==> config.mk <==
export PLATFORM = sky130hd
export DESIGN_NAME = filter_addr_scheduler_flat
export DESIGN_NICKNAME = d
export VERILOG_FILES = /design/src/rtl/filter_addr_if.sv /design/src/rtl/filter_addr_scheduler.sv /design/src/flat_wrapper.sv
export SDC_FILE = /design/constraint.sdc
export NUM_CORES = 1
export LEC_CHECK = 0
export ABC_AREA = 1
export BUFFER_PORTS_ARGS = -buffer_cell sky130_fd_sc_hd__buf_2
export CORE_MARGIN = 10
export CORE_UTILIZATION = 55
export CTS_BUF_LIST = sky130_fd_sc_hd__clkbuf_16
export CTS_CLUSTER_SIZE = 20
export DETAILED_ROUTE_END_ITERATION = 16
export HOLD_SLACK_MARGIN = 0.05
export PLACE_DENSITY = 0.81
export SLEW_MARGIN = 25
export SYNTH_ARGS = -nofsm -noshare
export SYNTH_HDL_FRONTEND = slang
export SYNTH_SLANG_ARGS = --single-unit
==> constraint.sdc <==
create_clock -name clk -period 3.5 [get_ports clk]
set_input_delay 1.05 -clock clk [delete_from_list [all_inputs] [get_ports clk]]
set_output_delay 1.05 -clock clk [all_outputs]
set_load 0.005 [all_outputs]
==> src/rtl/filter_addr_if.sv <==
// Read-request channel between the filter address scheduler and filter memory.
//   rd_valid   : scheduler has a valid request on rd_addr
//   rd_ready   : memory accepts the request this cycle
//   rd_addr    : element address
//   filter_idx : index of the filter being read
//   last_elem  : final element of the current filter (qualified by rd_valid)
interface filter_addr_if #(
  parameter int ADDR_WIDTH    = 16,
  parameter int NUM_FILTERS_W = 4
);
  logic                     rd_valid;
  logic                     rd_ready;
  logic [ADDR_WIDTH-1:0]    rd_addr;
  logic [NUM_FILTERS_W-1:0] filter_idx;
  logic                     last_elem;

  modport master (
    output rd_valid, rd_addr, filter_idx, last_elem,
    input  rd_ready
  );

  modport slave (
    input  rd_valid, rd_addr, filter_idx, last_elem,
    output rd_ready
  );
endinterface

==> src/rtl/filter_addr_scheduler.sv <==
// Walks num_filters filters of filter_size elements each, issuing one read
// address per accepted transfer. Filters start filter_size (or 2*filter_size
// when interleaved) apart; all address arithmetic wraps at ADDR_WIDTH.
//   clk, rst (async, active-low)
//   start, abort            : schedule control
//   base_addr, filter_size,
//   num_filters,
//   interleaved_mode        : configuration, latched on accepted start
//   rd (master)             : read-request channel
//   busy, done              : status (busy in RUN, done one-cycle pulse)
//
// state | meaning
// IDLE  | waiting for start
// RUN   | issuing element addresses
// DONE  | one-cycle completion pulse
module filter_addr_scheduler #(
  parameter int ADDR_WIDTH      = 16,
  parameter int MAX_FILTER_SIZE = 4,
  parameter int NUM_FILTERS_W   = 4
) (
  input  logic                       clk,
  input  logic                       rst,
  input  logic                       start,
  input  logic                       abort,
  input  logic [ADDR_WIDTH-1:0]      base_addr,
  input  logic [MAX_FILTER_SIZE-1:0] filter_size,
  input  logic [NUM_FILTERS_W-1:0]   num_filters,
  input  logic                       interleaved_mode,
  filter_addr_if.master              rd,
  output logic                       busy,
  output logic                       done
);

  typedef enum logic [1:0] {IDLE, RUN, DONE} state_t;

  state_t                     state, state_next;
  logic [MAX_FILTER_SIZE-1:0] size_q;
  logic [NUM_FILTERS_W-1:0]   num_q;
  logic                       interleaved_q;
  logic [ADDR_WIDTH-1:0]      filter_start;
  logic [ADDR_WIDTH-1:0]      addr_q;
  logic [MAX_FILTER_SIZE-1:0] elem_cnt;
  logic [NUM_FILTERS_W-1:0]   idx_q;
  logic [ADDR_WIDTH-1:0]      size_ext;
  logic [ADDR_WIDTH-1:0]      stride;
  logic [ADDR_WIDTH-1:0]      next_start;
  logic                       valid;
  logic                       last;
  logic                       last_filter;
  logic                       xfer;

  assign valid       = (state == RUN);
  assign last        = valid && (elem_cnt == size_q - MAX_FILTER_SIZE'(1));
  assign last_filter = (idx_q == num_q - NUM_FILTERS_W'(1));
  assign xfer        = valid && rd.rd_ready;

  assign size_ext   = ADDR_WIDTH'(size_q);
  assign stride     = interleaved_q ? (size_ext << 1) : size_ext;
  assign next_start = filter_start + stride;

  assign rd.rd_valid   = valid;
  assign rd.rd_addr    = addr_q;
  assign rd.filter_idx = idx_q;
  assign rd.last_elem  = last;
  assign busy          = valid;
  assign done          = (state == DONE);

  always_comb begin
    state_next = state;
    case (state)
      IDLE: begin
        if (start) begin
          state_next = (filter_size != '0 && num_filters != '0) ? RUN : DONE;
        end
      end
      RUN: begin
        if (abort) begin
          state_next = IDLE;
        end else if (xfer && last && last_filter) begin
          state_next = DONE;
        end
      end
      DONE:    state_next = IDLE;
      default: state_next = IDLE;
    endcase
  end

  always_ff @(posedge clk or negedge rst) begin
    if (!rst) begin
      state <= IDLE;
    end else begin
      state <= state_next;
    end
  end

  // A transfer coincident with abort still advances the pointers; the
  // request simply is not re-issued because the FSM leaves RUN.
  always_ff @(posedge clk or negedge rst) begin
    if (!rst) begin
      size_q        <= '0;
      num_q         <= '0;
      interleaved_q <= 1'b0;
      filter_start  <= '0;
      addr_q        <= '0;
      elem_cnt      <= '0;
      idx_q         <= '0;
    end else if (state == IDLE && start) begin
      size_q        <= filter_size;
      num_q         <= num_filters;
      interleaved_q <= interleaved_mode;
      filter_start  <= base_addr;
      addr_q        <= base_addr;
      elem_cnt      <= '0;
      idx_q         <= '0;
    end else if (xfer) begin
      if (last) begin
        filter_start <= next_start;
        addr_q       <= next_start;
        elem_cnt     <= '0;
        idx_q        <= idx_q + NUM_FILTERS_W'(1);
      end else begin
        addr_q   <= addr_q + ADDR_WIDTH'(1);
        elem_cnt <= elem_cnt + MAX_FILTER_SIZE'(1);
      end
    end
  end

endmodule

==> src/flat_wrapper.sv <==
// flat-port wrapper written by rule: the top's interface ports become plain ports
module filter_addr_scheduler_flat 
#(
  parameter int ADDR_WIDTH      = 16,
  parameter int MAX_FILTER_SIZE = 4,
  parameter int NUM_FILTERS_W   = 4
)
  (clk, rst, start, abort, base_addr, filter_size, num_filters, interleaved_mode, busy, done, rd_rd_valid, rd_rd_addr, rd_filter_idx, rd_last_elem, rd_rd_ready);
  filter_addr_if #(.ADDR_WIDTH(ADDR_WIDTH), .NUM_FILTERS_W(NUM_FILTERS_W)) rd_i ();
  input  logic clk;
  input  logic rst;
  input  logic start;
  input  logic abort;
  input  logic [ADDR_WIDTH-1:0] base_addr;
  input  logic [MAX_FILTER_SIZE-1:0] filter_size;
  input  logic [NUM_FILTERS_W-1:0] num_filters;
  input  logic interleaved_mode;
  output logic busy;
  output logic done;
  output wire logic [$bits(rd_i.rd_valid)-1:0] rd_rd_valid;
  output wire logic [$bits(rd_i.rd_addr)-1:0] rd_rd_addr;
  output wire logic [$bits(rd_i.filter_idx)-1:0] rd_filter_idx;
  output wire logic [$bits(rd_i.last_elem)-1:0] rd_last_elem;
  input wire logic [$bits(rd_i.rd_ready)-1:0] rd_rd_ready;
  assign rd_rd_valid = rd_i.rd_valid;
  assign rd_rd_addr = rd_i.rd_addr;
  assign rd_filter_idx = rd_i.filter_idx;
  assign rd_last_elem = rd_i.last_elem;
  assign rd_i.rd_ready = rd_rd_ready;
  filter_addr_scheduler #(.ADDR_WIDTH(ADDR_WIDTH), .MAX_FILTER_SIZE(MAX_FILTER_SIZE), .NUM_FILTERS_W(NUM_FILTERS_W)) u_core (.clk(clk), .rst(rst), .start(start), .abort(abort), .base_addr(base_addr), .filter_size(filter_size), .num_filters(num_filters), .interleaved_mode(interleaved_mode), .rd(rd_i), .busy(busy), .done(done));
endmodule
Yosys cells after proc, flatten, opt, wreduce, memory -nomap -nowiden
Cells that the tools add are included.
{ "totals": {"reg_bits": 51, "in_bits": 30, "elab_cells": 51, "out_inout_bits": 24} }
{ "classes": {"mux": 18, "n_eq_ne": 6, "add_sub_neg": 6, "reduce_logical": 13} }
{ "ops": {"columns": ["op", "count"], "rows": [
  ["$mux 16", 6],
  ["$mux 4", 6],
  ["$add 16x1->16 const B", 1],
  ["$add 16x16->16", 1],
  ["$add 4x1->4 const B", 2],
  ["$eq 4x4->1", 2],
  ["$mux 2", 4],
  ["$reduce_bool 4->1", 2],
  ["$sub 4x1->4 const B", 2],
  ["$logic_and 1x1->1", 6],
  ["$mux 5", 1],
  ["$pmux 2 s2", 1],
  ["$reduce_and 2->1", 2],
  ["$reduce_bool 2->1", 2],
  ["$ne 3x3->1 const B", 1],
  ["$eq 2x1->1 const B", 1],
  ["$eq 2x2->1 const B", 1],
  ["$logic_not 2->1", 1],
  ["$ne 2x2->1 const B", 1]
]} }

Longest topological paths before layout
{ "logic_depth": {"ltp_word": 8, "mapped_depth": 16, "ltp_nobuf": 16} }

Least setup slack after synthesis
OpenSTA, ideal clock, no wires.
{ "synth_path": {"path_type": "reg-to-output", "from": "reg u_core.size_q[0]", "to": "out rd_last_elem", "t_arrival_ns": 1.473, "path_slack_ns": 0.977, "n_path_buf": 2, "stages_incl_launch_ff": 9, "cell_sequence": "dfrtp_1 > inv_2 > ha_1 > xnor2_1 > nor2_4 > inv_2 > nor2_4 > buf_6 > buf_12"} }
{ "synth_between": {"elab_chain_len": 3} }
{ "synth_lines": {"columns": ["item", "line_no", "source"], "rows": [
  ["from (decl)", "filter_addr_scheduler.sv:37", "logic [MAX_FILTER_SIZE-1:0] size_q;"],
  ["from (signal assigned)", "filter_addr_scheduler.sv:108", "size_q <= filter_size;"],
  ["$sub 4x1->4", "filter_addr_scheduler.sv:53", "assign last = valid && (elem_cnt == size_q - MAX_FILTER_SIZE'(1));"],
  ["$eq 4x4->1", "filter_addr_scheduler.sv:53", null],
  ["$logic_and 1x1->1", "filter_addr_scheduler.sv:53", null],
  ["to (decl)", "flat_wrapper.sv:23", "output wire logic [$bits(rd_i.last_elem)-1:0] rd_last_elem;"]
]} }
Every way passes these cells.

Worst setup path after layout
Same ends and word-level chain as after synthesis.

==> qor.yml <==
clocking:
  post_cts_buffers: 0
  cts_sinks: 51
  post_cts_resized: 0
  clk_latency_ns: 0.29
  clk_pin_slew_ns: 0.06
  cts_inserted_buffers: 5
  cts-htree-levels: 2
  cts_max_path_buffers: 2
  cts-root-buf: "clkbuf_16"
  postCtsHoldBufs: 0
  cts_tree: "yes"
critical_path:
  crit_required_ns: 2.45
  crit_start: "u_core.size_q[0]"
  cp_slowest_cell: "dfrtp_1"
  regToRegEndpoint: "u_core.rd.rd_addr[12]"
  cpPeakStageDelay_ns: 0.40
  cp-start-kind: "register"
  regToRegSetupSlack_ns: 0.99
  end_kind: "output pin"
  worst-setup-path-type: "reg -> out"
  cp_max_fo: 5
  r2r_start: "u_core.interleaved_q"
  reg2reg_depth: 12
  crit_end: "rd_last_elem"
  path_cells: "inv_2 -> ha_1 -> xnor2_1 -> nor2_4 -> inv_2 -> nor2_4 -> buf_2"
  arrival_ns: 1.72
place:
  place_area_sq_mm: 0.00392
  portBuffers: 53
  dp_cells: 632
  hpwl_um: 7220
  gp_congestion: 0.905
  post-place-ws_ns: 0.779
detailed_routing:
  via_per_inst: 5.63
  drtIter0Drc: 250
  vias: 3600
  met1_length_um: 4120
  detail_route.wl_per_cell_um: 15.5
  route.detailed.drc: 0
  met2WireLength_um: 4970
  wl_met3_um: 728
  drt-pass1-iter-count: 7
  ant_nets: 0
  wl_um: 9920
  highest_layer: "met4"
grt:
  grt.overflow.total: 0
  grtUsageTotal_pct: 19.3
  antenna_found_initial: 0
  grt_pass1_vias: 3411
  grt_first_pass_wirelength_um: 16400
  grt_max_degree: 33
final_layout:
  diodes: 0
  final_common_cell: "nand2_1"
  instances_no_fill: 640
  drive_gt1_share_pct: 15.1
  fin_area_sq_mm: 0.00408
  final_util_pct: 63.9
  nNetsFinal: 603
  area_delta_synth_final_pct: 11.8
  final_cell_mix: "nand2_1 (173), inv_1 (60), buf_2 (53)"
  final.fill_count: 580
logic_synthesis:
  syn_area_per_cell_sq_um: 7.08
  syn-num-nets: 556
  synth-edff-count: 0
  async_flop_share_pct: 100
  seq_area_frac_synth_pct: 35.0
  synth.distinct_cells: 43
  syn_inst: 515
  ys.flop_type: "dfrtp_1"
  synth-seq-cells: 51
  syn_area_sq_mm: 0.00365
  yosys_warnings: 0
sta:
  setup_tns_ns: 0
  period_minus_slack_ns: 2.77
  hold_violations: 0
  fin_skew_ns: 0.00728
  timing.slew.headroom_pct: 59.9
  setup_ws_ns: 0.731
  holdWs_ns: 0.504
  max_freq_mhz: 361
  setup_viol: 0
  worst_pin_slew_ns: 0.597
  rsz0062_at_grt: "false"
  fin_crit_sh_pct: 79.1
  slew_viol_final: 0
hold_path:
  hp-class: "reg -> reg"
  hp-start: "u_core.filter_start[0]"
  hold_depth: 1
pwr:
  finalPower_mw: 3.50
  p_leak_nw: 2.12
  irDropWorstVdd_v: 0.000415
  p_per_area_mw_per_mm2: 859
die:
  start_util_pct: 57.1
  die_w_um: 101
  fp.dieH_um: 101
  row_count: 29
  die_area_sq_mm: 0.0103
  core-area_sq_mm: 0.00639
  ios: 54
job:
  maxCapViolations: 0
run_status:
  status: "finished, final reports clean"
-- cell families (layout without fill, tap and decap cells) --
logic type	Yosys count	count (layout)	synth area share (%)
AO/OA/AOI/OAI	69	69	11.3
XOR/XNOR	26	26	6.24
adder cells (fa/ha/maj)	11	11	3.98
buffers and inverters	80	128	9.77
flip-flops	51	51	35.0
AND/OR/NAND/NOR	278	278	33.7
-- routing by layer --
layer	GRT usage [%]	vias up
li1	-	1752
met1	24.4	1679
met2	33.3	154
met3	3.61	15
met4	4.29	0
met5	0	-
-- worst min path at each step --
stage / to / slack [ns]
floorplan: u_core.filter_start[3] / 0.45
global placement: u_core.filter_start[2] / 0.48
detailed placement: u_core.filter_start[3] / 0.49
CTS: u_core.filter_start[3] / 0.51
global route: u_core.filter_start[0] / 0.53
finish: u_core.filter_start[0] / 0.50
-- worst max-delay path: cells and delay by family, from the launching register on --
kind          cells  cell delay (ns)
xor+xnor          1             0.16
fa+ha+maj         1             0.31
flops             1             0.40
buf+inv           3             0.27
simple gates      2             0.29
-- power breakdown --
group	internal (mW)	switching, mW	total, mW
Clock	0.334	0.221	0.555
Sequential	0.840	0.288	1.13
Combinational	0.686	1.13	1.82
Total	1.86	1.64	3.50
-- cell type report --
cell class | count | area (sq um) | share of cell area [%]
well taps | 77 | 96.3 | 2.36
clock buffers | 5 | 125 | 3.07
inverters | 64 | 240 | 5.89
repair buffers | 56 | 288 | 7.05
flip-flops and latches | 51 | 1280 | 31.3
multi-input cells | 384 | 2020 | 49.4
clock inverters | 3 | 38.8 | 0.951
-- sequential cells by signal, summed over array words and instances, names as in the netlist --
name	flops
u_core.elem_cnt	4
u_core.filter_start	16
u_core.interleaved_q	1
u_core.num_q	4
u_core.rd.filter_idx	4
u_core.rd.rd_addr	16
u_core.size_q	4
u_core.state	2
-- synth_stat cells, types with 2 or more instances --
cell type  count  area share, %
nand4_1        7            1.2
clkbuf_1       5           0.51
xnor2_1       12            2.9
nor3_1         8            1.1
nand3_1       38            5.2
o21a_1         2           0.41
a21oi_1        6           0.82
nor2_1        33            3.4
buf_2          5           0.69
nand2_2        2           0.34
o32ai_1        2           0.48
inv_1         60            6.2
xor2_1        14            3.4
o21bai_1       2           0.41
buf_6          4            1.2
o21ai_0       36            4.9
nor2_4         4            1.2
ha_1          10            3.4
a22oi_1        4           0.82
or2_2          2           0.34
inv_2          4           0.41
nand2_1      173             18
nand2_4        2           0.62
nand3_2        2           0.55
o21ai_1        4           0.55
o211ai_1       7            1.4
dfrtp_1       51             35
(Power assumes the default switching activity.)
